**src/rtl/alu_pkg.sv**
```systemverilog
`default_nettype none
// ============================================================================
//  Module      : alu_pkg
//  Description : Shared operation encodings and widths for the pipelined ALU
//                and its combinational core.
//  Revision    : 1.0 - initial release
// ============================================================================
package alu_pkg;

    // Width of the operation select field
    localparam int SEL_W = 3;

    // Operation select encodings
    localparam logic [SEL_W-1:0] OP_ADD   = 3'b000;
    localparam logic [SEL_W-1:0] OP_SUB   = 3'b001;
    localparam logic [SEL_W-1:0] OP_AND   = 3'b010;
    localparam logic [SEL_W-1:0] OP_OR    = 3'b011;
    localparam logic [SEL_W-1:0] OP_XOR   = 3'b100;
    localparam logic [SEL_W-1:0] OP_SHL   = 3'b101;
    localparam logic [SEL_W-1:0] OP_SHR   = 3'b110;
    localparam logic [SEL_W-1:0] OP_PASSB = 3'b111;

endpackage : alu_pkg
`default_nettype wire

```
**src/rtl/alu_core.sv**
```systemverilog
`default_nettype none
// ============================================================================
//  Module      : alu_core
//  Description : Purely combinational WIDTH-bit ALU datapath producing the
//                result, carry/borrow/shift-out bit and signed overflow.
//  Revision    : 1.0 - initial release
// ============================================================================
module alu_core
    import alu_pkg::*;
#(
    parameter int WIDTH = 4
) (
    input  logic [WIDTH-1:0] a,
    input  logic [WIDTH-1:0] b,
    input  logic [SEL_W-1:0] sel,
    output logic [WIDTH-1:0] result,
    output logic             carry,
    output logic             ovf
);

    localparam int MSB = WIDTH - 1;

    // Extended-width sum and difference; the top bit is the carry / borrow
    logic [WIDTH:0] w_sum;
    logic [WIDTH:0] w_diff;

    assign w_sum  = {1'b0, a} + {1'b0, b};
    assign w_diff = {1'b0, a} - {1'b0, b};

    // Operation decode; flags default to 0 for logic ops and PASS_B
    always_comb begin
        result = '0;
        carry  = 1'b0;
        ovf    = 1'b0;
        case (sel)
            OP_ADD: begin
                result = w_sum[MSB:0];
                carry  = w_sum[WIDTH];
                // Operands share a sign but the sum does not
                ovf    = (a[MSB] == b[MSB]) && (w_sum[MSB] != a[MSB]);
            end
            OP_SUB: begin
                result = w_diff[MSB:0];
                // Wrap of the extended difference means a < b unsigned
                carry  = w_diff[WIDTH];
                // Operand signs differ and the difference left A's sign
                ovf    = (a[MSB] != b[MSB]) && (w_diff[MSB] != a[MSB]);
            end
            OP_AND: result = a & b;
            OP_OR:  result = a | b;
            OP_XOR: result = a ^ b;
            OP_SHL: begin
                result = {a[MSB-1:0], 1'b0};
                carry  = a[MSB];
            end
            OP_SHR: begin
                result = {1'b0, a[MSB:1]};
                carry  = a[0];
            end
            OP_PASSB: result = b;
            default: begin
                result = '0;
                carry  = 1'b0;
                ovf    = 1'b0;
            end
        endcase
    end

endmodule : alu_core
`default_nettype wire

```
**src/rtl/alu_pipe.sv**
```systemverilog
`default_nettype none
// ============================================================================
//  Module      : alu_pipe
//  Description : Two-stage pipelined ALU with valid/ready handshakes on both
//                sides and an accumulator that may stand in for operand A.
//                S1 captures operands; S2 holds the registered result/flags.
//  Revision    : 1.0 - initial release
// ============================================================================
module alu_pipe
    import alu_pkg::*;
#(
    parameter int WIDTH = 4
) (
    input  logic             clk,
    input  logic             rst,
    input  logic [WIDTH-1:0] A,
    input  logic [WIDTH-1:0] B,
    input  logic [SEL_W-1:0] Sel,
    input  logic             UseAcc,
    input  logic             AccClr,
    input  logic             in_valid,
    output logic             in_ready,
    output logic [WIDTH-1:0] Result,
    output logic             Carry,
    output logic             Zero,
    output logic             Neg,
    output logic             Ovf,
    output logic             out_valid,
    input  logic             out_ready
);

    // Stage 1 operand registers
    logic             r_s1_valid;
    logic [WIDTH-1:0] r_s1_a;
    logic [WIDTH-1:0] r_s1_b;
    logic [SEL_W-1:0] r_s1_sel;
    logic             r_s1_use_acc;

    // Accumulator
    logic [WIDTH-1:0] r_acc;

    // Stage 2 result registers
    logic             r_out_valid;
    logic [WIDTH-1:0] r_result;
    logic             r_carry;
    logic             r_zero;
    logic             r_neg;
    logic             r_ovf;

    // Handshake and datapath wires
    logic             w_s2_adv;
    logic             w_in_fire;
    logic [WIDTH-1:0] w_eff_a;
    logic [WIDTH-1:0] w_core_result;
    logic             w_core_carry;
    logic             w_core_ovf;

    // S1 moves into S2 when S2 is empty or is being drained this cycle
    assign w_s2_adv  = r_s1_valid & (~r_out_valid | out_ready);
    // Ready depends only on pipeline state, never on in_valid
    assign in_ready  = ~r_s1_valid | w_s2_adv;
    assign w_in_fire = in_valid & in_ready;

    // The accumulator substitutes for A at compute time, so chained ops see
    // the result written on the previous S1->S2 transfer
    assign w_eff_a = r_s1_use_acc ? r_acc : r_s1_a;

    alu_core #(
        .WIDTH (WIDTH)
    ) u_alu_core (
        .a      (w_eff_a),
        .b      (r_s1_b),
        .sel    (r_s1_sel),
        .result (w_core_result),
        .carry  (w_core_carry),
        .ovf    (w_core_ovf)
    );

    // Stage 1: capture operands on an input handshake, empty when drained
    always_ff @(posedge clk) begin
        if (rst) begin
            r_s1_valid   <= 1'b0;
            r_s1_a       <= '0;
            r_s1_b       <= '0;
            r_s1_sel     <= OP_ADD;
            r_s1_use_acc <= 1'b0;
        end else if (w_in_fire) begin
            r_s1_valid   <= 1'b1;
            r_s1_a       <= A;
            r_s1_b       <= B;
            r_s1_sel     <= Sel;
            r_s1_use_acc <= UseAcc;
        end else if (w_s2_adv) begin
            r_s1_valid   <= 1'b0;
        end
    end

    // Stage 2: register result/flags on advance, drop only on output handshake
    always_ff @(posedge clk) begin
        if (rst) begin
            r_out_valid <= 1'b0;
            r_result    <= '0;
            r_carry     <= 1'b0;
            r_zero      <= 1'b0;
            r_neg       <= 1'b0;
            r_ovf       <= 1'b0;
        end else if (w_s2_adv) begin
            r_out_valid <= 1'b1;
            r_result    <= w_core_result;
            r_carry     <= w_core_carry;
            r_zero      <= (w_core_result == '0);
            r_neg       <= w_core_result[WIDTH-1];
            r_ovf       <= w_core_ovf;
        end else if (r_out_valid && out_ready) begin
            r_out_valid <= 1'b0;
        end
    end

    // Accumulator: clear wins over a same-edge write of the transferring op
    always_ff @(posedge clk) begin
        if (rst) begin
            r_acc <= '0;
        end else if (AccClr) begin
            r_acc <= '0;
        end else if (w_s2_adv) begin
            r_acc <= w_core_result;
        end
    end

    assign out_valid = r_out_valid;
    assign Result    = r_result;
    assign Carry     = r_carry;
    assign Zero      = r_zero;
    assign Neg       = r_neg;
    assign Ovf       = r_ovf;

endmodule : alu_pipe
`default_nettype wire

```
**config.mk**
```make
export PLATFORM = sky130hd
export DESIGN_NAME = alu_pipe
export DESIGN_NICKNAME = d
export VERILOG_FILES = /design/src/rtl/alu_pkg.sv /design/src/rtl/alu_core.sv /design/src/rtl/alu_pipe.sv
export SDC_FILE = /design/constraint.sdc
export NUM_CORES = 1
export LEC_CHECK = 0
export ABC_AREA = 1
export CAP_MARGIN = 10
export CORE_MARGIN = 10
export CORE_UTILIZATION = 56
export CTS_CLUSTER_DIAMETER = 40
export CTS_CLUSTER_SIZE = 16
export DETAILED_ROUTE_END_ITERATION = 10
export DONT_BUFFER_PORTS = 1
export GPL_TIMING_DRIVEN = 0
export HOLD_SLACK_MARGIN = 0.03
export PLACE_DENSITY = 0.74
export SETUP_SLACK_MARGIN = 0.15
export SYNTH_ARGS = -nofsm -noshare
export SYNTH_HDL_FRONTEND = slang
export SYNTH_SLANG_ARGS = --single-unit
```
**constraint.sdc**
```tcl
create_clock -name clk -period 1.8 [get_ports clk]
set_input_delay 0.36 -clock clk [delete_from_list [all_inputs] [get_ports clk]]
set_output_delay 0.36 -clock clk [all_outputs]
set_load 0.01 [all_outputs]
```
After elaboration in Yosys (flattened, before gate mapping)
Cells that the tools add are included.
- equal/unequal tests: 11
- mux-type cells: 8
- add/subtract/negate cells: 2
- bitwise gates (word level): 9
- reduce and logical (&&, ||, !) cells: 8
- operators by type and width (kind ; count):
    $pmux 4 s8 ; 1
    $eq 3x3->1 const B ; 4
    $eq 3x2->1 const B ; 2
    $add 4x4->5 ; 1
    $sub 4x4->5 ; 1
    $and 4x4->4 ; 1
    $logic_not 4->1 ; 1
    $mux 1 ; 4
    $mux 4 ; 1
    $or 4x4->4 ; 1
    $pmux 1 s4 ; 1
    $reduce_bool 2->1 ; 2
    $xor 4x4->4 ; 1
    $eq 3x1->1 const B ; 1
    $logic_and 1x1->1 ; 3
    $logic_not 3->1 ; 1
    $ne 1x1->1 ; 3
    $and 1x1->1 ; 2
    $not 1->1 ; 2
    $or 1x1->1 ; 2
    $pmux 1 s2 ; 1
    $reduce_or 2->1 ; 1
    $eq 1x1->1 ; 1
- input port bits: 17
- register bits after elaboration: 26
- output and inout port bits: 10

Logic depth before layout (Yosys ltp)
- depth in word-level cells: 6
- mapped depth: 18

Modules after synthesis
A second synthesis with hierarchy kept.
- cells, all modules: 267
- area total of the unflattened synthesis: 1823.0 µm²
- modules (own cells, without submodules) (module ; instances ; cells each ; area each (µm²)):
    alu_pipe ; 1 ; 144 ; 1147.4
    alu_core ; 1 ; 123 ; 675.6

Worst setup path after synthesis
No wires, ideal clock.
- path type: reg-to-reg
- start: register r_s1_use_acc
- end: register r_result[2] (netlist: Result[2])
- data arrival time: 1.801 ns
- slack: -0.118 ns
- cell stages (with the launch flop): 18
- path through: dfxtp_1 -> inv_2 -> nand2_1 -> nand2_2 -> inv_1 -> ha_1 -> inv_1 -> fa_1 -> nand2_1 -> nand2_1 -> nand2_1 -> nand2_1 -> nor2_1 -> nand2_1 -> nor2_2 -> inv_1 -> o211ai_1 -> inv_1
- longest elaborated chain between the ends: 3
- ends and longest elaborated chain (what ; line ; source):
    start: declaration ; alu_pipe.sv:37 ; logic r_s1_use_acc;
    start signal: assignment ; alu_pipe.sv:92 ; r_s1_use_acc <= UseAcc;
    $mux 4 (*) ; alu_pipe.sv:66 ; assign w_eff_a = r_s1_use_acc ? r_acc : r_s1_a;
    $sub 4x4->5 (tied with other cells) ; alu_core.sv:28 ; assign w_diff = {1'b0, a} - {1'b0, b};
    $pmux 4 s8 (*) ; alu_core.sv:35 ; case (sel)
    end signal: assignment ; alu_pipe.sv:109 ; r_result <= w_core_result;
    end: declaration ; alu_pipe.sv:44 ; logic [WIDTH-1:0] r_result;
Every way passes the cells marked *; elsewhere a longest branch is shown, timed or not.
A chain may end at the register's enable or synchronous reset.

Final worst setup path
Same ends and word-level chain as after synthesis.

==> qor.yml <==
status:
  outcome: "finished, violations left"
  violations: "setup timing"
critical_path:
  endpoint_kind: "register"
  path_max_fanout: 4
  cp_data_arrival_time_ps: 2240
  path_buf_inv: 5
  critical-path-top-delay-family: "simple AND/OR/NAND/NOR gates"
  worstPathRequired_ps: 2010
  crit_chain: "inv_4 > nand2_4 > nand2_4 > buf_6 > ha_4 > inv_2 > fa_2 > or2_4 > nand3_2 > nand2_1 > nor2_2 > inv_1 > o211ai_1 > inv_1"
  crit_path_max_incr_delay_ps: 380
  slowest_stage: "dfxtp_4"
  start_kind: "register"
  path_class: "register to register"
final_layout:
  post-route-util_pct: 73.9
  layout_commonest_cell: "nand2_1"
  finalInstanceArea_um2: 2090
  nets: 304
  drive_gt1_share_pct: 29.1
  antenna_cells: 0
  fillers: 230
  syn2layout_area_growth_pct: 22.7
  layout_common_cells: "nand2_1, inv_1, dfxtp_1"
  fin_cells: 299
routing:
  drt_iter0_drc: 135
  drt-pass1-iter-count: 4
  wl_per_cell_um: 15.6
  via_count: 1714
  ant_nets: 0
  wl_mm: 4.67
  viasPerCell: 5.73
  remaining_drc_errors: 0
global_route:
  grt.overflow.total: 0
  grt_start_max_net_pins: 14
  grt_pass1_wl_mm: 7.33
  grt_pass1_vias: 1585
  antenna_found_initial: 0
  grt.total_usage_pct: 16.2
synthesis:
  synth-seq-cells: 25
  ys_types: 30
  syn_avg_cell_area_um2: 6.87
  synth_fp_nets: 283
  synth_area_leaders: "dfxtp_1, ha_1, nand2_1"
  netlist_instances: 248
  synth_area_um2: 1700
  synth_warnings: 0
  yosysSeqAreaShare_pct: 29.4
  synth_top_area_cell: "dfxtp_1"
  yosysTopAreaCellShare_pct: 29.4
clock_tree:
  cts.clk_slew.worst_paths_ps: 120
  cts_sinks: 25
  htreeDepth: 1
  cts.root.buffer_cell: "clkbuf_4"
  cts_tree: "yes"
  cts_buffer_depth: 2
  clkLatencyLatePin_ps: 310
  numCtsBuffers: 3
  hold_buffers: 0
timing:
  fin_skew_ps: 9.24
  rsz0062_at_grt: "yes"
  timing.final.crit_share_pct: 113
  drv_slew: 0
  fmax_mhz: 494
  tns_ps: -1460
  layout_setup_ws_ps: -226
  finalSetupViolations: 9
  period_needed_ps: 2030
  worst_slew_margin_rel_pct: 71.2
  hold_violations: 0
  tightest_slew_ps: 430
place:
  placed_area_um2: 1790
  port_buffers: 0
  dp_cells: 279
  place_hpwl_mm: 3.21
  place_congestion: 0.906
run:
  cap_violations: 0
power:
  finalPower_mw: 1.35
  max-vdd-ir-drop_mv: 0.640
  power_density_nw_per_um2: 648
  leakagePower_nw: 0.925
die:
  ios: 27
  die-area_um2: 5650
  die_w_um: 75.2
  design.core.area_um2: 2830
  die_y_um: 75.2
  fp-row-count: 19
  start_util_pct: 60.2
min_path:
  min_path_type: "input pin to register"
## final timing paths
kind / from / to / slack (ps) / depth (start not counted)
max: r_s1_use_acc / Result[2] / -230 / 14
min: A[3] / r_s1_a[3] / 210 / 2
max reg2reg: r_s1_use_acc / Result[2] / -230 / 14
min reg2reg: r_s1_a[1] / r_s1_a[1] / 480 / 2
## routing by layer
metal	up-vias	wire [um]	share of wire, %	global-route usage (%)
met4	0	92	2.0	2.68
li1	838	-	-	-
met2	87	2120	45	26.3
met3	12	556	12	4.99
met1	777	1900	41	21.1
met5	-	0	0	0
## worst register-to-register path, stage by stage, from the launching register on
cell and delay (ps):
dfxtp_4 380, inv_4 70, nand2_4 50, nand2_4 100
buf_6 100, ha_4 130, inv_2 40, fa_2 330
or2_4 260, nand3_2 70, nand2_1 60, nor2_2 130
inv_1 80, o211ai_1 80, inv_1 60
## logic make-up (layout without fill, tap and decap cells)
| kind of cell | Yosys count | after routing | synth area share (%) |
|---|---|---|---|
| simple gates | 112 | 112 | 30.0 |
| buf+inv | 47 | 67 | 11.9 |
| compound gates | 46 | 46 | 14.6 |
| flops | 25 | 25 | 29.4 |
| fa+ha+maj | 18 | 18 | 14.1 |
## synthesized netlist by cell type (all sizes together)
library cell / count
ha: 16
o211ai: 3
nand3: 18
nor3: 1
a31oi: 1
o21ai: 19
buf: 5
nand2: 55
clkinv: 2
clkbuf: 4
nor2: 25
or2: 2
a21oi: 22
dfxtp: 25
nand4: 11
inv: 36
fa: 2
a22oi: 1
## final cells by class
class / count / area (um^2) / area share, %
plain buffers: 9 / 60.1 / 2.87
repair buffers: 16 / 128 / 6.10
inverters: 38 / 158 / 7.54
flip-flops and latches: 25 / 504 / 24.1
well taps: 31 / 38.8 / 1.86
clock buffers: 4 / 26.3 / 1.26
multi-input cells: 176 / 1180 / 56.3
## where the power goes
part	internal (mW)	total, mW	switching, mW
sequential	0.589	0.622	0.0332
combinational	0.191	0.488	0.297
clock	0.0866	0.245	0.158
total	0.866	1.35	0.489
## through the flow
step | hold WS (ps) | setup slack, ps
global route | 227 | -349
CTS | 211 | -229
detailed placement | 461 | -272
global placement | 449 | -273
floorplan | 430 | -52.1
finish | 214 | -226
## registers in the layout, summed over array words and instances, names as in the netlist
name / flops
r_s1_a: 4
r_s1_valid: 1
r_s1_sel: 3
r_s1_b: 4
Carry: 1
Ovf: 1
Zero: 1
r_s1_use_acc: 1
r_acc: 4
out_valid: 1
Result: 4
## what timing repair did
action,CTS,global route
gates resized for setup,20,23
cloned,0,0
endpoints found under the setup margin,11,23
buffers inserted,9,7
pin swaps,21,16
No activity file was read; power rests on OpenSTA's default activity.
